==> config.mk <==
export PLATFORM = sky130hd
export DESIGN_NAME = fetch_unit
export DESIGN_NICKNAME = d
export VERILOG_FILES = /design/src/rtl/fetch_pkg.sv /design/src/rtl/fetch_fifo.sv /design/src/rtl/fetch_unit.sv
export SDC_FILE = /design/constraint.sdc
export NUM_CORES = 1
export LEC_CHECK = 0
export ABC_AREA = 1
export BUFFER_PORTS_ARGS = -buffer_cell sky130_fd_sc_hd__buf_2
export CORE_MARGIN = 1
export CORE_UTILIZATION = 25
export DETAILED_ROUTE_END_ITERATION = 16
export PLACE_DENSITY = 0.47
export SLEW_MARGIN = 20
export SYNTH_ARGS = -nofsm -noshare
export SYNTH_HDL_FRONTEND = slang
export SYNTH_SLANG_ARGS = --single-unit
==> constraint.sdc <==
create_clock -name clk -period 10.8 [get_ports clk]
set_clock_uncertainty 0.1 [all_clocks]
set_input_delay 1.08 -clock clk [delete_from_list [all_inputs] [get_ports clk]]
set_output_delay 1.08 -clock clk [all_outputs]
set_load 0.01 [all_outputs]
==> src/rtl/fetch_pkg.sv <==
// Shared constants and types for the instruction fetch unit.
package fetch_pkg;

  localparam logic [31:0] RESET_PC_DEFAULT = 32'h0000_0000;
  localparam int          FETCH_DEPTH      = 2;
  localparam logic [31:0] PC_INCR          = 32'd4;
  localparam logic [31:0] INSTR_NOP        = 32'h0000_0013;

  typedef struct packed {
    logic [31:0] pc;
    logic [31:0] instr;
  } fetch_entry_t;

  function automatic logic [31:0] align_pc(input logic [31:0] pc);
    return pc & ~32'h0000_0003;
  endfunction

endpackage

==> src/rtl/fetch_fifo.sv <==
// Small flushable FIFO; head is visible combinationally, push into a full FIFO
// is accepted only when a pop happens in the same cycle.
module fetch_fifo #(
  parameter int WIDTH = 32,
  parameter int DEPTH = 2
) (
  input  logic                       clk,
  input  logic                       rst,
  input  logic                       flush_i,
  input  logic                       push_i,
  input  logic [WIDTH-1:0]           push_dat_i,
  input  logic                       pop_i,
  output logic [WIDTH-1:0]           pop_dat_o,
  output logic [$clog2(DEPTH+1)-1:0] count_o
);

  localparam int AW = (DEPTH > 1) ? $clog2(DEPTH) : 1;
  localparam int CW = $clog2(DEPTH + 1);

  logic [WIDTH-1:0] mem_q [DEPTH];
  logic [AW-1:0]    rd_ptr_q, rd_ptr_d;
  logic [AW-1:0]    wr_ptr_q, wr_ptr_d;
  logic [CW-1:0]    count_q, count_d;
  logic             do_push, do_pop;

  function automatic logic [AW-1:0] ptr_inc(input logic [AW-1:0] p);
    return (p == AW'(DEPTH - 1)) ? '0 : p + AW'(1);
  endfunction

  always_comb begin
    do_pop   = pop_i && (count_q != '0);
    do_push  = push_i && ((count_q != CW'(DEPTH)) || do_pop);
    rd_ptr_d = rd_ptr_q;
    wr_ptr_d = wr_ptr_q;
    count_d  = count_q;
    if (flush_i) begin
      rd_ptr_d = '0;
      wr_ptr_d = '0;
      count_d  = '0;
    end else begin
      if (do_push) wr_ptr_d = ptr_inc(wr_ptr_q);
      if (do_pop)  rd_ptr_d = ptr_inc(rd_ptr_q);
      count_d = count_q + CW'(do_push) - CW'(do_pop);
    end
  end

  always_ff @(posedge clk or negedge rst) begin
    if (!rst) begin
      rd_ptr_q <= '0;
      wr_ptr_q <= '0;
      count_q  <= '0;
    end else begin
      rd_ptr_q <= rd_ptr_d;
      wr_ptr_q <= wr_ptr_d;
      count_q  <= count_d;
    end
  end

  // Storage needs no reset: entries are only read while count_q says they exist.
  always_ff @(posedge clk) begin
    if (do_push && !flush_i) mem_q[wr_ptr_q] <= push_dat_i;
  end

  assign pop_dat_o = mem_q[rd_ptr_q];
  assign count_o   = count_q;

endmodule

==> src/rtl/fetch_unit.sv <==
// Credit-limited instruction fetch: requests, in-flight PC tracking, redirect flush.
// Response in cycle N is presented in N+1; stall holds the head, credits throttle requests.
module fetch_unit
  import fetch_pkg::*;
#(
  parameter logic [31:0] RESET_PC = RESET_PC_DEFAULT,
  parameter int          DEPTH    = FETCH_DEPTH
) (
  input  logic        clk,
  input  logic        rst,
  input  logic        stall,
  input  logic        redirect,
  input  logic [31:0] redirect_pc,
  output logic        imem_req_valid,
  input  logic        imem_req_ready,
  output logic [31:0] imem_req_addr,
  input  logic        imem_rsp_valid,
  input  logic [31:0] imem_rsp_data,
  output logic [31:0] if_pc,
  output logic [31:0] if_instr,
  output logic        if_valid
);

  localparam int CW = $clog2(DEPTH + 1);
  typedef logic [CW:0] sum_t;

  logic [31:0]   fetch_pc_q, fetch_pc_d;
  logic [CW-1:0] outstanding_q, outstanding_d;
  logic [CW-1:0] drop_cnt_q, drop_cnt_d;
  logic [CW-1:0] ifo_count, pq_count;
  fetch_entry_t  ifo_head, ifo_push_dat;
  logic [31:0]   pq_head;
  logic          credit_ok, req_vld, req_fire;
  logic          rsp_acc, rsp_drop, rsp_live;
  logic          ifo_vld, ifo_push, ifo_pop, pq_pop;

  always_comb begin
    credit_ok = (sum_t'(outstanding_q) + sum_t'(ifo_count)) < sum_t'(DEPTH);
    // rst gates the request so it drops the moment reset asserts.
    req_vld   = rst && !redirect && credit_ok;
    req_fire  = req_vld && imem_req_ready;
    rsp_acc   = imem_rsp_valid && (outstanding_q != '0);
    rsp_drop  = rsp_acc && (drop_cnt_q != '0);
    rsp_live  = rsp_acc && (drop_cnt_q == '0) && (pq_count != '0);
    ifo_vld   = (ifo_count != '0);
    ifo_pop   = ifo_vld && !stall && !redirect;
    ifo_push  = rsp_live && !redirect;
    pq_pop    = rsp_live && !redirect;
    ifo_push_dat.pc    = pq_head;
    ifo_push_dat.instr = imem_rsp_data;

    fetch_pc_d    = fetch_pc_q;
    outstanding_d = outstanding_q;
    drop_cnt_d    = drop_cnt_q;
    if (redirect) begin
      // Everything still in flight becomes a response to throw away.
      fetch_pc_d    = align_pc(redirect_pc);
      outstanding_d = outstanding_q - CW'(rsp_acc);
      drop_cnt_d    = outstanding_q - CW'(rsp_acc);
    end else begin
      if (req_fire) fetch_pc_d = fetch_pc_q + PC_INCR;
      outstanding_d = outstanding_q + CW'(req_fire) - CW'(rsp_acc);
      if (rsp_drop) drop_cnt_d = drop_cnt_q - CW'(1);
    end
  end

  always_ff @(posedge clk or negedge rst) begin
    if (!rst) begin
      fetch_pc_q    <= RESET_PC;
      outstanding_q <= '0;
      drop_cnt_q    <= '0;
    end else begin
      fetch_pc_q    <= fetch_pc_d;
      outstanding_q <= outstanding_d;
      drop_cnt_q    <= drop_cnt_d;
    end
  end

  fetch_fifo #(
    .WIDTH ($bits(fetch_entry_t)),
    .DEPTH (DEPTH)
  ) u_instr_fifo (
    .clk        (clk),
    .rst        (rst),
    .flush_i    (redirect),
    .push_i     (ifo_push),
    .push_dat_i (ifo_push_dat),
    .pop_i      (ifo_pop),
    .pop_dat_o  (ifo_head),
    .count_o    (ifo_count)
  );

  fetch_fifo #(
    .WIDTH (32),
    .DEPTH (DEPTH)
  ) u_pc_queue (
    .clk        (clk),
    .rst        (rst),
    .flush_i    (redirect),
    .push_i     (req_fire),
    .push_dat_i (fetch_pc_q),
    .pop_i      (pq_pop),
    .pop_dat_o  (pq_head),
    .count_o    (pq_count)
  );

  assign imem_req_valid = req_vld;
  assign imem_req_addr  = fetch_pc_q;
  assign if_valid       = ifo_vld;
  assign if_pc          = ifo_vld ? ifo_head.pc    : 32'h0;
  assign if_instr       = ifo_vld ? ifo_head.instr : 32'h0;

endmodule
# == After elaboration in Yosys (flattened, before gate mapping) ==
# Memories as Yosys holds them, arrays and structs flattened.
# Cells that the tools add are included.
# word_totals
ram_bits,192
regBits,44
memories,2
in_bits,70
elab_cells,84
# mem_list
memory,words,width,read_ports,rd_ports_with_merged_regs,wr,line_no,text
u_instr_fifo.mem_q,2,64,1,0,1,fetch_fifo.sv:20,logic [WIDTH-1:0] mem_q [DEPTH];
u_pc_queue.mem_q,2,32,1,0,1,fetch_fifo.sv:20,
# classes
reduce_logical,31
addsub,14
mux,25
n_eq_ne,2
n_lt_le_gt_ge,1
# ops
op,n
$mux 32,4
$add 32x3->32 const B,1
$reduce_bool 2->1,10
$logic_and 1x1->1,16
$mux 1,16
$mux 2,5
$sub 2x1->2,4
$add 2x1->2,3
$add 1x1->1 const B,4
$ne 2x2->1 const B,2
$add 2x2->3,1
$lt 3x2->1 const B,1
$logic_not 1->1,2
$logic_not 2->1,1
$logic_or 1x1->1,2
$sub 2x1->2 const B,1

# == Longest topological paths before layout ==
# Gate-level depths: netlist of run 1.
# logic_depth
word_depth,11
ltp_mapped,12

# == Modules after synthesis ==
# From an unflattened synthesis of run 1, not the netlist that was laid out.
# hier_totals
cells_unflattened,1100
hier_area_um2,10659.0
# by_module_without_submodules
module,cells_each,area_per_inst_um2,seq_area_each_um2,instances
fetch_fifo at u_instr_fifo,371,4933.5,3943.8,1
fetch_unit,525,3089.2,850.8,1
fetch_fifo at u_pc_queue,204,2636.3,2021.9,1

# == Least setup slack after synthesis of run 1 ==
# No wires, ideal clock.
# synth_path
path_type,input port to flip-flop
start,in redirect
end,mem u_instr_fifo.mem_q[0][0] (netlist bit) (enable)
setup_time_ns,0.482
stages,6
arrival_time_ns,4.233
slack_ns,5.985
cell_sequence,buf_6 > nor3_1 > nand2_1 > inv_1 > nand2_1 > nor2_1
# synth_via
elab_chain_cells,8
elab_cells_between_ends,9
classes_between,mux (2); reduce/logical (7)
# synth_lines
item,line_no,text
"start, declared",fetch_unit.sv:12,"input logic redirect,"
$logic_not 1->1 (*),"fetch_fifo.sv:61, fetch_unit.sv:46, fetch_unit.sv:47",
$logic_and 1x1->1,fetch_unit.sv:46,ifo_pop = ifo_vld && !stall && !redirect;
$logic_and 1x1->1,fetch_fifo.sv:31,do_pop = pop_i && (count_q != '0);
$logic_or 1x1->1,fetch_fifo.sv:32,do_push = push_i && ((count_q != CW'(DEPTH)) || do_pop);
$logic_and 1x1->1,fetch_fifo.sv:32,
$logic_and 1x1->1 (*),fetch_fifo.sv:61,if (do_push && !flush_i) mem_q[wr_ptr_q] <= push_dat_i;
$mux 1 (*),fetch_fifo.sv:61,
$mux 1 (implied by the code) (*),fetch_fifo.sv:61,
"end, declared",fetch_fifo.sv:20,
# Mark *: on every way between the ends. The rest lies on a longest branch, timed or not.

# == Worst setup path in the final report of run 1 ==
# layout_path
start,reg u_instr_fifo.rd_ptr_q
end,out if_pc[8]
# layout_via
elab_chain_cells,2
# layout_lines
item,line_no,text
"start, declared",fetch_fifo.sv:21,"logic [AW-1:0] rd_ptr_q, rd_ptr_d;"
"start signal, assigned",fetch_fifo.sv:53,rd_ptr_q <= rd_ptr_d;
$mem_v2 2x64,--,
$mux 32,fetch_unit.sv:110,assign if_pc = ifo_vld ? ifo_head.pc : 32'h0;
"end, declared",fetch_unit.sv:19,"output logic [31:0] if_pc,"
# Every way passes these cells.

==> summary.txt, run 1 <==
Placed design
  • Area post-placement: 11100 µm²
  • Dpl ws: 7050 ps
  • IO buf count: 161
  • Post-DP HPWL: 15.3 mm
  • Inst Count DP: 1528
  • Routability cong.: 0.759

Layout
  • Final Instance Area: 11900 µm²
  • Synthesis-to-layout area growth: 22.1%
  • Non-filler cells, final: 1577
  • Final core occ: 30.9%
  • Post-layout nets: 1119
  • Fillers: 3931
  • Layout cells sized above 1: 24.9%
  • Most frequent cells in the layout: nand2_1, edfxtp_1, buf_2
  • Most common cell after layout, fill and taps aside: nand2_1

STA
  • Setup TNS: 0 ps
  • Worst Slack Setup Final: 7450 ps
  • Setup violators final: 0
  • Period minus WS final: 3350 ps
  • Slew headroom: 35.7%
  • Tcrit/Tclk final: 31.0%
  • Final hold viol count: 0
  • Final Max Slew Viols: 0
  • FMAX: 0.299 GHz
  • Tightest Pin Transition: 965 ps
  • RSZ-0062 raised after global routing: false

Routing
  • Routed len/inst: 16.0 µm
  • Vias: 6585
  • Detailed Routing Iterations Pass 1: 4
  • Drt via density: 4.18
  • Routed WL: 25.3 mm
  • Final antenna-violating net count: 0
  • Post-route DRC: 0
  • Drt first-iter violations: 294

Setup path
  • Crit path cell chain: inv_2 -> buf_4 -> nand2_1 -> a21oi_1 -> buf_2
  • Worst path slowest cell: buf_4
  • Critical Path RT: 9620 ps
  • Setup crit end kind: primary output
  • Buf/Inv on CP: 3
  • CP delay by family, top: buffers and inverters
  • CP peak stage delay: 610 ps
  • Crit Path Class: reg -> out
  • Worst Reg-to-Reg Cells: 9
  • Levels on crit path: 5
  • Type of origin of the critical path: register
  • Worst EP arrival: 2170 ps
  • Crit path max fanout: 62

Floorplanning
  • Die height: 200 µm
  • FP Rows: 72
  • Num ports: 168
  • Die W: 200 µm
  • DIE AREA: 39900 µm²
  • Core area: 38600 µm²
  • Initial Util: 25.3%

CTS
  • Maximum buffer depth of the clock tree: 3
  • Sink Count: 226
  • CTS HTree Levels: 1
  • CTS clk-pin slew, worst paths: 60 ps
  • CTS tree: done
  • Post-CTS Hold Fix Bufs: 0
  • Worst skew pair latency: 540 ps
  • Post-CTS Resized: 0
  • CTS buffer count: 27
  • Post-CTS Setup Inserts: 0
  • Clk root buf: clkbuf_16

Global route
  • First-pass GRT wire length: 37.7 mm
  • Initial antenna violation count: 0
  • GR Util All Layers: 12.6%
  • Largest net degree at the start of global routing: 67
  • Vias in the first global route: 6304
  • Overflow after GRT: 0

Run status
  • Outcome: finished, final reports clean

Pwr
  • P per Cell Area: 176 nW/µm²
  • Maximum vdd drop: 0.0768 mV
  • Leakage: 4.81 nW

Logic synthesis
  • Post-synth EDFFs: 184
  • Top post-synthesis cells by area: edfxtp_1, dfrtp_1, nand2_1
  • Yosys top cell area share: 56.5%
  • Seq/Total Area, Yosys: 67.2%
  • Async set or reset register ratio after synthesis: 18.6%
  • Synth area leader: edfxtp_1
  • Main synth FF type: edfxtp_1
  • Netlist cell types: 33
  • Register bit total from synthesis: 226
  • Mapped Area: 9780 µm²
  • Syn_area_per_cell: 11.2 µm²
  • Yosys warns: 0
  • Cell count after synthesis: 875

Min path
  • Hold Path Stages: 1
  • Worst min-delay path class: reg -> reg

Job
  • Maxcap violations: 0
==> routing by layer <==
layer	global-route usage, %	up-vias	share of wire, %
li1	-	3289	-
met1	17.2	3085	48
met2	20.2	177	44
met3	2.37	34	6.0
met4	3.85	0	2.1
met5	0	-	0
==> stage by stage <==
| stage | hold WS (ps) | power (mW) |
|---|---|---|
| 3_3_place_gp | 376 | 1.29 |
| 2_1_floorplan | 382 | 1.19 |
| 4_1_cts | 396 | 2.13 |
| 5_1_grt | 465 | 2.21 |
| 6_report | 389 | 2.10 |
| 3_5_place_dp | 388 | 1.29 |
==> registers in the layout (all words and copies together), names as in the netlist, 2 cells and up <==
name / flops
u_instr_fifo.mem_q: 124
u_pc_queue.mem_q: 60
imem_req_addr: 30
drop_cnt_q: 2
outstanding_q: 2
u_instr_fifo.count_o: 2
u_pc_queue.count_o: 2
==> synthesized netlist by cell type, drive strengths merged (3+ instances only) <==
master  instances
nand2         276
o211ai          3
dfrtp          42
inv            64
xnor2           6
nor3            6
mux2           30
xor2            4
nor2           55
o21ai          26
nand3          56
edfxtp        184
buf            22
clkbuf         16
a21oi          63
ha              9
o21bai          6
==> report_power, final <==
group	internal [mW]	total (mW)	switching [mW]
registers	0.995	1.05	0.0567
logic	0.0825	0.217	0.135
clock network	0.479	0.828	0.349
total	1.56	2.10	0.540
==> logic make-up (layout without fill, tap and decap cells) <==
group                    after synthesis  count (layout)  synth area share, %
flip-flops                           226             226                 67.2
other                                  1               5               0.0383
adder cells (fa/ha/maj)               10              10                 1.36
AO/OA/AOI/OAI                         98              98                 5.24
XOR/XNOR                              10              10                0.895
buffers and inverters                102             282                 4.49
AND/OR/NAND/NOR                      398             398                 17.3
multiplexers                          30              30                 3.45
==> area by class of cell <==
cell class	instances	area (µm²)	share of cell area (%)
Antenna cell	1	2.50	0.0210
Clock inverter	14	95.1	0.796
Clock buffer	34	702	5.88
Sequential cell	226	6580	55.1
Timing Repair Buffer	170	873	7.31
Multi-Input combinational cell	550	2810	23.5
Inverter	64	240	2.01
Tap cell	518	648	5.43
==> final timing paths <==
check                                         from                       to  slack (ps)
setup / recovery             u_instr_fifo.rd_ptr_q                 if_pc[8]        7450
hold reg to reg                u_pc_queue.rd_ptr_q      u_pc_queue.rd_ptr_q         390
setup reg to reg           u_instr_fifo.count_o[0]  u_pc_queue.mem_q[1][17]        7840
max in group asynchronous                      rst    u_instr_fifo.rd_ptr_q        9540
min in group asynchronous                      rst        imem_req_addr[21]         540
hold / removal                 u_pc_queue.rd_ptr_q      u_pc_queue.rd_ptr_q         390
(Power assumes the default switching activity.)
==> inputs of run 2 (changes only) <==
==> constraint.sdc (replaced) <==
create_clock -name clk -period 3.3 [get_ports clk]
set_clock_uncertainty 0.1 [all_clocks]
set_input_delay 0.33 -clock clk [delete_from_list [all_inputs] [get_ports clk]]
set_output_delay 0.33 -clock clk [all_outputs]
set_load 0.01 [all_outputs]
==> run 2 against run 1 <==
Sequential cell count unchanged. Combinational power increased to 3.6 times the previous value. Largest cell class unchanged. Final cell count increased by 3.6%. Worst hold slack got worse by 350 ps. Sequential share of layout area decreased by 2.9 points.
==> summary.txt, run 2 (synthesized netlist as in run 1, its figures left out) <==
Setup path
  • Flop-to-flop setup slack: 870 ps (-6970 ps)
  • Crit Path Class: reg -> out
  • Critical Path RT: 2870 ps (-6750 ps)
  • Setup crit end kind: primary output
  • Type of origin of the critical path: register
  • Buf/Inv on CP: 3 (unchanged)
  • CP delay by family, top: buffers and inverters
  • Worst EP arrival: 2100 ps (-70 ps)
  • Crit path cell chain: inv_2 -> buf_12 -> nand2_1 -> a21oi_1 -> buf_2
  • Worst Reg-to-Reg Cells: 9 (unchanged)
  • Reg-to-Reg End: u_pc_queue.mem_q[1][24]
  • Worst path slowest cell: inv_2
  • Crit path max fanout: 37 (-40%)
  • CP peak stage delay: 440 ps (-170 ps)
  • FF-to-FF Start: u_instr_fifo.count_o[0]

STA
  • Tcrit/Tclk final: 76.5%
  • Hold slack: 39.9 ps (-349 ps)
  • Period minus WS final: 2530 ps
  • Tightest Pin Transition: 808 ps (-156 ps)
  • FMAX: 0.396 GHz
  • Setup violators final: 0 (unchanged)
  • Slew headroom: 46.1% (+10 points)
  • RSZ-0062 raised after global routing: false
  • Final Max Slew Viols: 0 (unchanged)
  • Final hold viol count: 0 (unchanged)
  • Worst Slack Setup Final: 775 ps (-6680 ps)

Layout
  • Top reg by flops: u_instr_fifo.mem_q
  • Area of the multi-input gates: 2810 µm² (unchanged)
  • Synthesis-to-layout area growth: 28.9%
  • Most frequent cells in the layout: nand2_1, edfxtp_1, buf_2
  • Fillers: 3958 (+0.69%)
  • Diodes inserted: 0 (-1)
  • Max FFs per register: 124 (unchanged)
  • Post-layout nets: 1177 (+5.2%)
  • Non-filler cells, final: 1633 (+3.6%)
  • Sequential cell area: 6580 µm² (unchanged)
  • Layout cells sized above 1: 23.7% (-1.2 points)
  • Most common cell after layout, fill and taps aside: nand2_1

CTS
  • CTS clk-pin slew, worst paths: 50 ps (about the same)
  • Worst skew pair latency: 530 ps (about the same)
  • CTS tree: done
  • CTS buffer count: 26 (-3.7%)
  • Clk root buf: clkbuf_16
  • Maximum buffer depth of the clock tree: 3 (unchanged)
  • Sink Count: 226 (unchanged)
  • CTS HTree Levels: 1 (unchanged)

Floorplanning
  • Die height: 200 µm (unchanged)
  • Num ports: 168 (unchanged)
  • FP Rows: 72 (unchanged)
  • Die W: 200 µm (unchanged)
  • Core area: 38600 µm² (unchanged)
  • Initial Util: 25.3% (unchanged)
  • DIE AREA: 39900 µm² (unchanged)

Pwr
  • Total power: 7.01 mW (+230%)
  • P per Cell Area: 556 nW/µm² (+220%)
  • Maximum vdd drop: 0.312 mV (+310%)
  • Leakage: 5.09 nW (+5.8%)

Run status
  • Outcome: finished, final reports clean

Routing
  • Routed WL: 25.5 mm (+0.99%)
  • Post-route DRC: 0 (unchanged)
  • Routed len/inst: 15.6 µm (-2.5%)
  • Vias: 6819 (+3.6%)
  • Detailed Routing Iterations Pass 1: 5 (+1)
  • Drt first-iter violations: 262 (-11%)
  • Drt via density: 4.18 (about the same)
  • Final antenna-violating net count: 0 (unchanged)

Global route
  • GR Util All Layers: 12.8% (+0.25 points)
  • Overflow after GRT: 0 (unchanged)
  • First-pass GRT wire length: 38.8 mm (+3.1%)
  • Initial antenna violation count: 0 (unchanged)
  • Vias in the first global route: 6698 (+6.3%)
  • Largest net degree at the start of global routing: 67 (unchanged)

Min path
  • Worst hold endpoint: u_instr_fifo.rd_ptr_q
  • Hold Path Stages: 4 (+3)
  • Worst Hold Launch: stall
  • Worst min-delay path class: in -> reg

Placed design
  • Inst Count DP: 1530 (+0.13%)
  • Routability cong.: 0.769 (+1.2%)
  • Dpl ws: 844 ps (-6210 ps)
  • IO buf count: 161 (unchanged)
  • Post-DP HPWL: 15.9 mm (+4.0%)

Job
  • Maxcap violations: 0 (unchanged)
run 2: cell types whose count changed in the layout (fill, tap and decap cells not counted), sizes merged:
cell         before  now
clkbuf           34   37
bufinv            1    2
buf             170  172
diode             1    0
dlygate4sd3       0   57
clkinvlp          3    2
clkinv           10    5
run 2: routing by layer:
layer	track usage, %	vias up	share of wire [%]
met5	0	-	0
met4	3.59	0	2.0
met3	2.55	39	5.9
met2	21.6	181	46
met1	16.7	3203	46
li1	-	3396	-
run 2: power breakdown:
part | total [mW] | internal, mW | switching [mW]
sequential | 3.44 | 3.26 | 0.188
combinational | 0.774 | 0.319 | 0.454
clock | 2.79 | 1.69 | 1.10
run 2: layout make-up:
type | instances | area share, %
inverters | 64 | 1.91
multi-input cells | 550 | 22.2
clock inverters | 9 | 0.754
well taps | 518 | 5.14
clock buffers | 37 | 5.82
repair buffers | 229 | 12.0
flip-flops and latches | 226 | 52.2
run 2: worst max path at each step:
stage / from / to / slack (ps) / depth (start not counted)
2_1_floorplan: drop_cnt_q[0] / u_instr_fifo.mem_q[0][0] / -920 / 8
3_3_place_gp: u_instr_fifo.count_o[0] / u_pc_queue.mem_q[1][22] / 870 / 9
3_5_place_dp: u_instr_fifo.count_o[0] / u_pc_queue.mem_q[1][24] / 840 / 9
4_1_cts: u_instr_fifo.rd_ptr_q / if_pc[13] / 640 / 4
5_1_grt: u_instr_fifo.rd_ptr_q / if_instr[1] / 600 / 5
6_report: u_instr_fifo.rd_ptr_q / if_instr[8] / 770 / 5
run 2: what timing repair did:
item	CTS	global route
resized for setup	0	0
setup buffers	0	0
endpoints found under the setup margin	0	0
hold buffers	57	0
hold endpoints to repair	130	0
run 2: metrics by stage:
step	setup TNS, ps	utilization, %	instance area [µm²]
finish	0	32.6	12600
global route	0	32.6	12600
CTS	0	32.6	12600
detailed placement	0	29.0	11200
global placement	0	29.0	11200
floorplan	-114470	-	9800
run 2: worst register-to-register path, stage by stage (launching register included):
cell     delay, ps
dfrtp_1        420
nand2_1         90
inv_1           50
fa_1           430
inv_1          120
nand4_4        170
inv_2          110
nand2_1         90
nor2_2          80
buf_4          400
